## src/rtl/axis_bram_adapter_pkg.sv

```systemverilog
// Shared types and helpers for the AXI-Stream <-> BRAM line adapter.
package axis_bram_adapter_pkg;

    typedef enum logic [2:0] {
        IDLE,
        WR_FILL,
        WR_COMMIT,
        RD_ISSUE,
        RD_WAIT,
        RD_DRAIN,
        DONE
    } state_e;

    // Bit offset of word idx inside a packed line.
    function automatic int unsigned word_sel(input int unsigned idx, input int unsigned word_w);
        return idx * word_w;
    endfunction

    // Number of lines from start to bound inclusive, with addresses wrapping at 2^addr_w.
    function automatic logic [31:0] line_count(input logic [31:0] start_idx,
                                               input logic [31:0] bound_idx,
                                               input int unsigned addr_w);
        logic [31:0] mask;
        mask = (addr_w >= 32) ? 32'hFFFF_FFFF : ((32'd1 << addr_w) - 32'd1);
        return ((bound_idx - start_idx) & mask) + 32'd1;
    endfunction

endpackage

```

## src/rtl/axis_bram_adapter_v2_0_linebuf.sv

```systemverilog
// One BRAM line held as WORDS stream words: indexed word write/read, zero-clear, parallel load.
module axis_bram_adapter_v2_0_linebuf
    import axis_bram_adapter_pkg::*;
#(
    parameter  int WORD_W = 16,
    parameter  int WORDS  = 36,
    localparam int IDX_W  = $clog2(WORDS),
    localparam int LINE_W = WORD_W * WORDS
) (
    input  logic              clk,
    input  logic              rstn,
    input  logic              clr,
    input  logic              wr_en,
    input  logic [IDX_W-1:0]  wr_idx,
    input  logic [WORD_W-1:0] wr_data,
    input  logic              load_en,
    input  logic [LINE_W-1:0] load_data,
    input  logic [IDX_W-1:0]  rd_idx,
    output logic [WORD_W-1:0] rd_data,
    output logic [LINE_W-1:0] line
);

    logic [LINE_W-1:0] line_q;
    logic [LINE_W-1:0] line_d;

    // NOTE: every always_comb target gets a default first, so no path can leave it unassigned and infer a latch.
    always_comb begin
        line_d = line_q;
        if (clr)     line_d = '0;
        if (load_en) line_d = load_data;
        if (wr_en)   line_d[word_sel(32'(wr_idx), WORD_W) +: WORD_W] = wr_data;
    end

    // NOTE: this storage is reset on purpose so a half-filled line never outlives a reset; plain RAM arrays normally get no reset.
    always_ff @(posedge clk) begin
        if (!rstn) line_q <= '0;
        else       line_q <= line_d;
    end

    assign rd_data = line_q[word_sel(32'(rd_idx), WORD_W) +: WORD_W];
    assign line    = line_q;

endmodule

```

## src/rtl/axis_bram_adapter_v2_0_core.sv

```systemverilog
// AXI-Stream <-> wide BRAM line adapter: packs stream words into lines on write, unpacks lines onto a stream on read.
module axis_bram_adapter_v2_0_core
    import axis_bram_adapter_pkg::*;
#(
    parameter int WORD_W         = 16,
    parameter int WORDS_PER_LINE = 36,
    parameter int ADDR_W         = 12,
    parameter int RD_LATENCY     = 2
) (
    input  logic                             clk,
    input  logic                             rstn,
    input  logic                             start,
    input  logic                             rw,
    input  logic [ADDR_W-1:0]                start_index,
    input  logic [ADDR_W-1:0]                bound_index,
    output logic                             busy,
    output logic                             done,
    output logic                             early_last,
    input  logic [WORD_W-1:0]                s_axis_tdata,
    input  logic                             s_axis_tvalid,
    output logic                             s_axis_tready,
    input  logic                             s_axis_tlast,
    output logic [WORD_W-1:0]                m_axis_tdata,
    output logic                             m_axis_tvalid,
    input  logic                             m_axis_tready,
    output logic                             m_axis_tlast,
    output logic                             bram_en,
    output logic                             bram_we,
    output logic [ADDR_W-1:0]                bram_addr,
    output logic [WORD_W*WORDS_PER_LINE-1:0] bram_wdata,
    input  logic [WORD_W*WORDS_PER_LINE-1:0] bram_rdata
);

    localparam int IDX_W   = $clog2(WORDS_PER_LINE);
    localparam int CNT_MAX = (WORDS_PER_LINE > RD_LATENCY) ? WORDS_PER_LINE : RD_LATENCY;
    localparam int CNT_W   = $clog2(CNT_MAX);
    localparam int LINE_W  = WORD_W * WORDS_PER_LINE;
    localparam logic [CNT_W-1:0] LAST_WORD = CNT_W'(WORDS_PER_LINE - 1);
    localparam logic [CNT_W-1:0] LAST_WAIT = CNT_W'(RD_LATENCY - 1);

    state_e              state_q, state_d;
    logic [CNT_W-1:0]    cnt_q, cnt_d;
    logic [ADDR_W-1:0]   addr_q, addr_d;
    logic [ADDR_W-1:0]   rem_q, rem_d;
    logic                tlast_seen_q, tlast_seen_d;
    logic                early_last_q, early_last_d;

    logic                buf_clr, buf_wr, buf_load;
    logic [WORD_W-1:0]   buf_word;
    logic [LINE_W-1:0]   buf_line;

    axis_bram_adapter_v2_0_linebuf #(
        .WORD_W (WORD_W),
        .WORDS  (WORDS_PER_LINE)
    ) u_linebuf (
        .clk       (clk),
        .rstn      (rstn),
        .clr       (buf_clr),
        .wr_en     (buf_wr),
        .wr_idx    (cnt_q[IDX_W-1:0]),
        .wr_data   (s_axis_tdata),
        .load_en   (buf_load),
        .load_data (bram_rdata),
        .rd_idx    (cnt_q[IDX_W-1:0]),
        .rd_data   (buf_word),
        .line      (buf_line)
    );

    always_comb begin
        state_d       = state_q;
        cnt_d         = cnt_q;
        addr_d        = addr_q;
        rem_d         = rem_q;
        tlast_seen_d  = tlast_seen_q;
        early_last_d  = early_last_q;
        buf_clr       = 1'b0;
        buf_wr        = 1'b0;
        buf_load      = 1'b0;
        s_axis_tready = 1'b0;
        m_axis_tvalid = 1'b0;
        m_axis_tlast  = 1'b0;
        bram_en       = 1'b0;
        bram_we       = 1'b0;
        done          = 1'b0;

        case (state_q)
            IDLE: begin
                if (start) begin
                    addr_d       = start_index;
                    // rem counts lines still to go after the current one.
                    rem_d        = ADDR_W'(line_count(32'(start_index), 32'(bound_index), ADDR_W) - 32'd1);
                    cnt_d        = '0;
                    tlast_seen_d = 1'b0;
                    early_last_d = 1'b0;
                    buf_clr      = 1'b1;
                    state_d      = rw ? WR_FILL : RD_ISSUE;
                end
            end
            WR_FILL: begin
                s_axis_tready = 1'b1;
                if (s_axis_tvalid) begin
                    buf_wr = 1'b1;
                    cnt_d  = cnt_q + 1'b1;
                    if (s_axis_tlast) tlast_seen_d = 1'b1;
                    if (cnt_q == LAST_WORD || s_axis_tlast) state_d = WR_COMMIT;
                end
            end
            WR_COMMIT: begin
                bram_en = 1'b1;
                bram_we = 1'b1;
                cnt_d   = '0;
                buf_clr = 1'b1;
                if (rem_q == '0 || tlast_seen_q) begin
                    early_last_d = (rem_q != '0);
                    state_d      = DONE;
                end else begin
                    addr_d  = addr_q + 1'b1;
                    rem_d   = rem_q - 1'b1;
                    state_d = WR_FILL;
                end
            end
            RD_ISSUE: begin
                bram_en = 1'b1;
                cnt_d   = '0;
                state_d = RD_WAIT;
            end
            RD_WAIT: begin
                if (cnt_q == LAST_WAIT) begin
                    buf_load = 1'b1;
                    cnt_d    = '0;
                    state_d  = RD_DRAIN;
                end else begin
                    cnt_d = cnt_q + 1'b1;
                end
            end
            RD_DRAIN: begin
                m_axis_tvalid = 1'b1;
                m_axis_tlast  = (cnt_q == LAST_WORD) && (rem_q == '0);
                if (m_axis_tready) begin
                    if (cnt_q == LAST_WORD) begin
                        cnt_d = '0;
                        if (rem_q == '0) begin
                            state_d = DONE;
                        end else begin
                            addr_d  = addr_q + 1'b1;
                            rem_d   = rem_q - 1'b1;
                            state_d = RD_ISSUE;
                        end
                    end else begin
                        cnt_d = cnt_q + 1'b1;
                    end
                end
            end
            DONE: begin
                done    = 1'b1;
                state_d = IDLE;
            end
            default: state_d = IDLE;
        endcase
    end

    // NOTE: state registers use non-blocking assignment so every flop samples pre-edge values regardless of process order.
    always_ff @(posedge clk) begin
        if (!rstn) begin
            state_q      <= IDLE;
            cnt_q        <= '0;
            addr_q       <= '0;
            rem_q        <= '0;
            tlast_seen_q <= 1'b0;
            early_last_q <= 1'b0;
        end else begin
            state_q      <= state_d;
            cnt_q        <= cnt_d;
            addr_q       <= addr_d;
            rem_q        <= rem_d;
            tlast_seen_q <= tlast_seen_d;
            early_last_q <= early_last_d;
        end
    end

    assign busy         = (state_q != IDLE);
    assign early_last   = early_last_q;
    assign bram_addr    = addr_q;
    assign bram_wdata   = (state_q == WR_COMMIT) ? buf_line : '0;
    assign m_axis_tdata = m_axis_tvalid ? buf_word : '0;

endmodule

```

## config.mk

```make
export PLATFORM = sky130hd
export DESIGN_NAME = axis_bram_adapter_v2_0_core
export DESIGN_NICKNAME = d
export VERILOG_FILES = /design/src/rtl/axis_bram_adapter_pkg.sv /design/src/rtl/axis_bram_adapter_v2_0_linebuf.sv /design/src/rtl/axis_bram_adapter_v2_0_core.sv
export SDC_FILE = /design/constraint.sdc
export NUM_CORES = 2
export LEC_CHECK = 0
export BUFFER_PORTS_ARGS = -buffer_cell sky130_fd_sc_hd__buf_2
export CAP_MARGIN = 10
export CORE_AREA = 8 8 481 483
export DETAILED_ROUTE_END_ITERATION = 7
export DIE_AREA = 0 0 489 491
export HOLD_SLACK_MARGIN = 0.05
export SLEW_MARGIN = 40
export SYNTH_ARGS = -nofsm -noshare
export SYNTH_HDL_FRONTEND = slang
export SYNTH_HIERARCHICAL = 1
export SYNTH_SLANG_ARGS = --single-unit
```

## constraint.sdc

```tcl
create_clock -name clk -period 7.9 [get_ports clk]
set_input_delay 0.79 -clock clk [delete_from_list [all_inputs] [get_ports clk]]
set_output_delay 0.79 -clock clk [all_outputs]
set_load 0.05 [all_outputs]
```

==> impl_metrics.toml <==
[outcome]
status = "completed"

[cts]
cts_resized = 0
clkTransAtPathRegs_ps = 60
clk_latency_ps = 750
htree_num_levels = 3
cts.sinks = 611
cts_buffer_depth = 3
cts_tree = "built"
postCtsHoldBufs = 0
numCtsBuffers = 84
post-cts-setup-buffer-count = 0
cts_root_buf = "clkbuf_16"

[grt]
grt_antenna_before_repair = 209
grt_pass1_wl_mm = 459
grt_max_degree = 213
grt_usage = 0.287
overflow = 0
grt_pass1_vias = 43548

[die]
dieHeight_um = 491
io_pins = 1235
die_width_um = 489
dieArea_sq_um = 240000
placeableCoreArea_sq_um = 224000
initial_utilization = 0.184
rows = 174

[power_and_ir_drop]
peakVddDrop_mv = 0.272
p_leak_nw = 20.9
power_density_nw_per_um2 = 224

[yosys]
yosysMostFrequentCell = "nand2_1"
yosysTopAreaCellShare = 0.297
ys_warn_count = 6
synth_seq_area_share = 0.297
netlist_instances = 5317
ys.flop_type = "dfxtp_1"
avgSynthCellArea_sq_um = 7.74
synth-edff-count = 0
ys_ff_latch = 611
synth_fp_nets = 5959
async_reset_ff_frac = 0
synth_common_cells = "nand2_1 (839), dfxtp_1 (611), and2_1 (602), clkbuf_1 (450), o21ai_0 (434)"
yosys-top-cells-area = "dfxtp_1 (30%), mux2i_1 (10%), and2_1 (9.2%)"
yosysUniqueCellTypes = 84
synth_largest_area_cell = "dfxtp_1"
syn_area_sq_um = 41200

[drt]
drc = 0
first_iter_violations = 5266
firstDrtPassIters = 8
routed_wl_mm = 364
post_drt_via_cell_ratio = 4.95
final_antenna_net_count = 0
vias = 46275
wire_per_inst_um = 39.0

[setup_path]
cp-end-kind = "output pin"
cp.required_ps = 7110
rr_worst_depth = 8
critPathSlowestCell = "mux2i_1"
cp_max_fo = 35
path_buf_inv = 2
critical_path.max_stage_delay_ps = 820
crit_type = "flop to output pin"
cpLargestDelayFamily = "buffers and inverters"
cp_num_cells = 8
worstPathArrival_ps = 4490
startpoint_type = "flop"
cp_cell_sequence = "buf_4 -> mux2i_1 -> o21ai_0 -> nor4_1 -> a21oi_1 -> a22o_1 -> and2_1 -> buf_2"

[placed_design]
hpwl_mm = 284
port_buffers = 1234
gp_congestion = 0.925
place_ws_ps = 3300
dp_cells = 9115

[sta]
worstMarginPinSlew_ps = 958
fin_skew_ps = 46.6
whs_ps = 347
rsz0062_at_grt = "no"
fin_crit_ps = 5280
slew_headroom = 0.362
slew_violations = 0
fin_setup_tns_ps = 0
setup_viol = 0
timing.final.ws_setup_ps = 2620
fin_crit_sh = 0.669
timing.fmax_ghz = 0.189
finalHoldViolCount = 0

[layout]
fillers = 24991
instances_no_fill = 9355
layout-drive-gt1-share = 0.276
syn_to_final_growth_pct = 30.5
fin_util = 0.240
nNetsFinal = 6857

[hold_path]
hold_class = "input port to flop"
hold_depth = 3

[job]
cap_violations = 0
## routing by layer
metal  track usage  vias to the layer above  wire (um)
met4         0.181                      114      25300
li1              -                    20170          -
met3         0.115                      774      40700
met1         0.332                    22178     138000
met2         0.440                     3039     160000
met5             0                        -        758
## worst min-delay path: stages
cell	delay [ps]
buf_2	80
a211oi_1	60
nor3_1	110
## layout make-up
type                    count  area (sq um)  area share
multi-input cells        4140         27000       0.503
inverters                  29           124     0.00231
diodes                     82           205     0.00382
clock buffers             111          2430      0.0452
flip-flops and latches    611         12200       0.228
well taps                2992          3740      0.0697
repair buffers           1349          7390       0.138
clock inverters            41           533     0.00993
## cell usage in the layout (no fill, tap or decap), drive strengths merged, types with 38 or more instances in the layout
cell type  count
mux2          38
and2         602
a211oi       159
diode         82
o21ai        439
nor3b        215
mux4          98
nor2         250
nand2        840
clkbuf       111
buf         1349
nand3         82
a21oi        286
nand2b       369
dfxtp        611
mux2i        410
## where the power goes
group	total, mW	switching, mW	internal (mW)	leakage [nW]
clock network	4.25	1.80	2.45	1.45
registers	3.50	0.285	3.22	4.93
logic	4.30	3.02	1.28	14.5
## state kept, by name, indices dropped and copies added (netlist names)
name	flops
state_q	3
early_last	1
rem_q	12
tlast_seen_q	1
bram_addr	12
cnt_q	6
u_linebuf/line	576
## worst paths after layout
kind	slack [ps]	from	end
worst max-delay path	2620	cnt_q[2]	m_axis_tdata[0]
worst min-delay path	350	bram_rdata[112]	u_linebuf/line[112]
worst max register to register	3440	cnt_q[0]	u_linebuf/line[489]
worst min register to register	470	rem_q[7]	rem_q[7]
## cell families after synthesis
| kind of cell | synth area share |
|---|---|
| AOI/OAI and AO/OA | 0.148 |
| xor gates and xnor gates | 0.00359 |
| adders and majority gates | 0.00596 |
| buffers and inverters | 0.0557 |
| DFF | 0.297 |
| muxes | 0.164 |
| and+or+nand+nor | 0.325 |
## per-stage QoR
| stage | total power [mW] | instance area, sq um |
|---|---|---|
| global route | 12.4 | 53600 |
| global placement | 7.72 | 50000 |
| finish | 12.0 | 53700 |
| detailed placement | 7.75 | 50400 |
| CTS | 12.0 | 53400 |
| floorplan | 6.01 | 41200 |
Note: power is estimated with default switching activity, not from simulation.
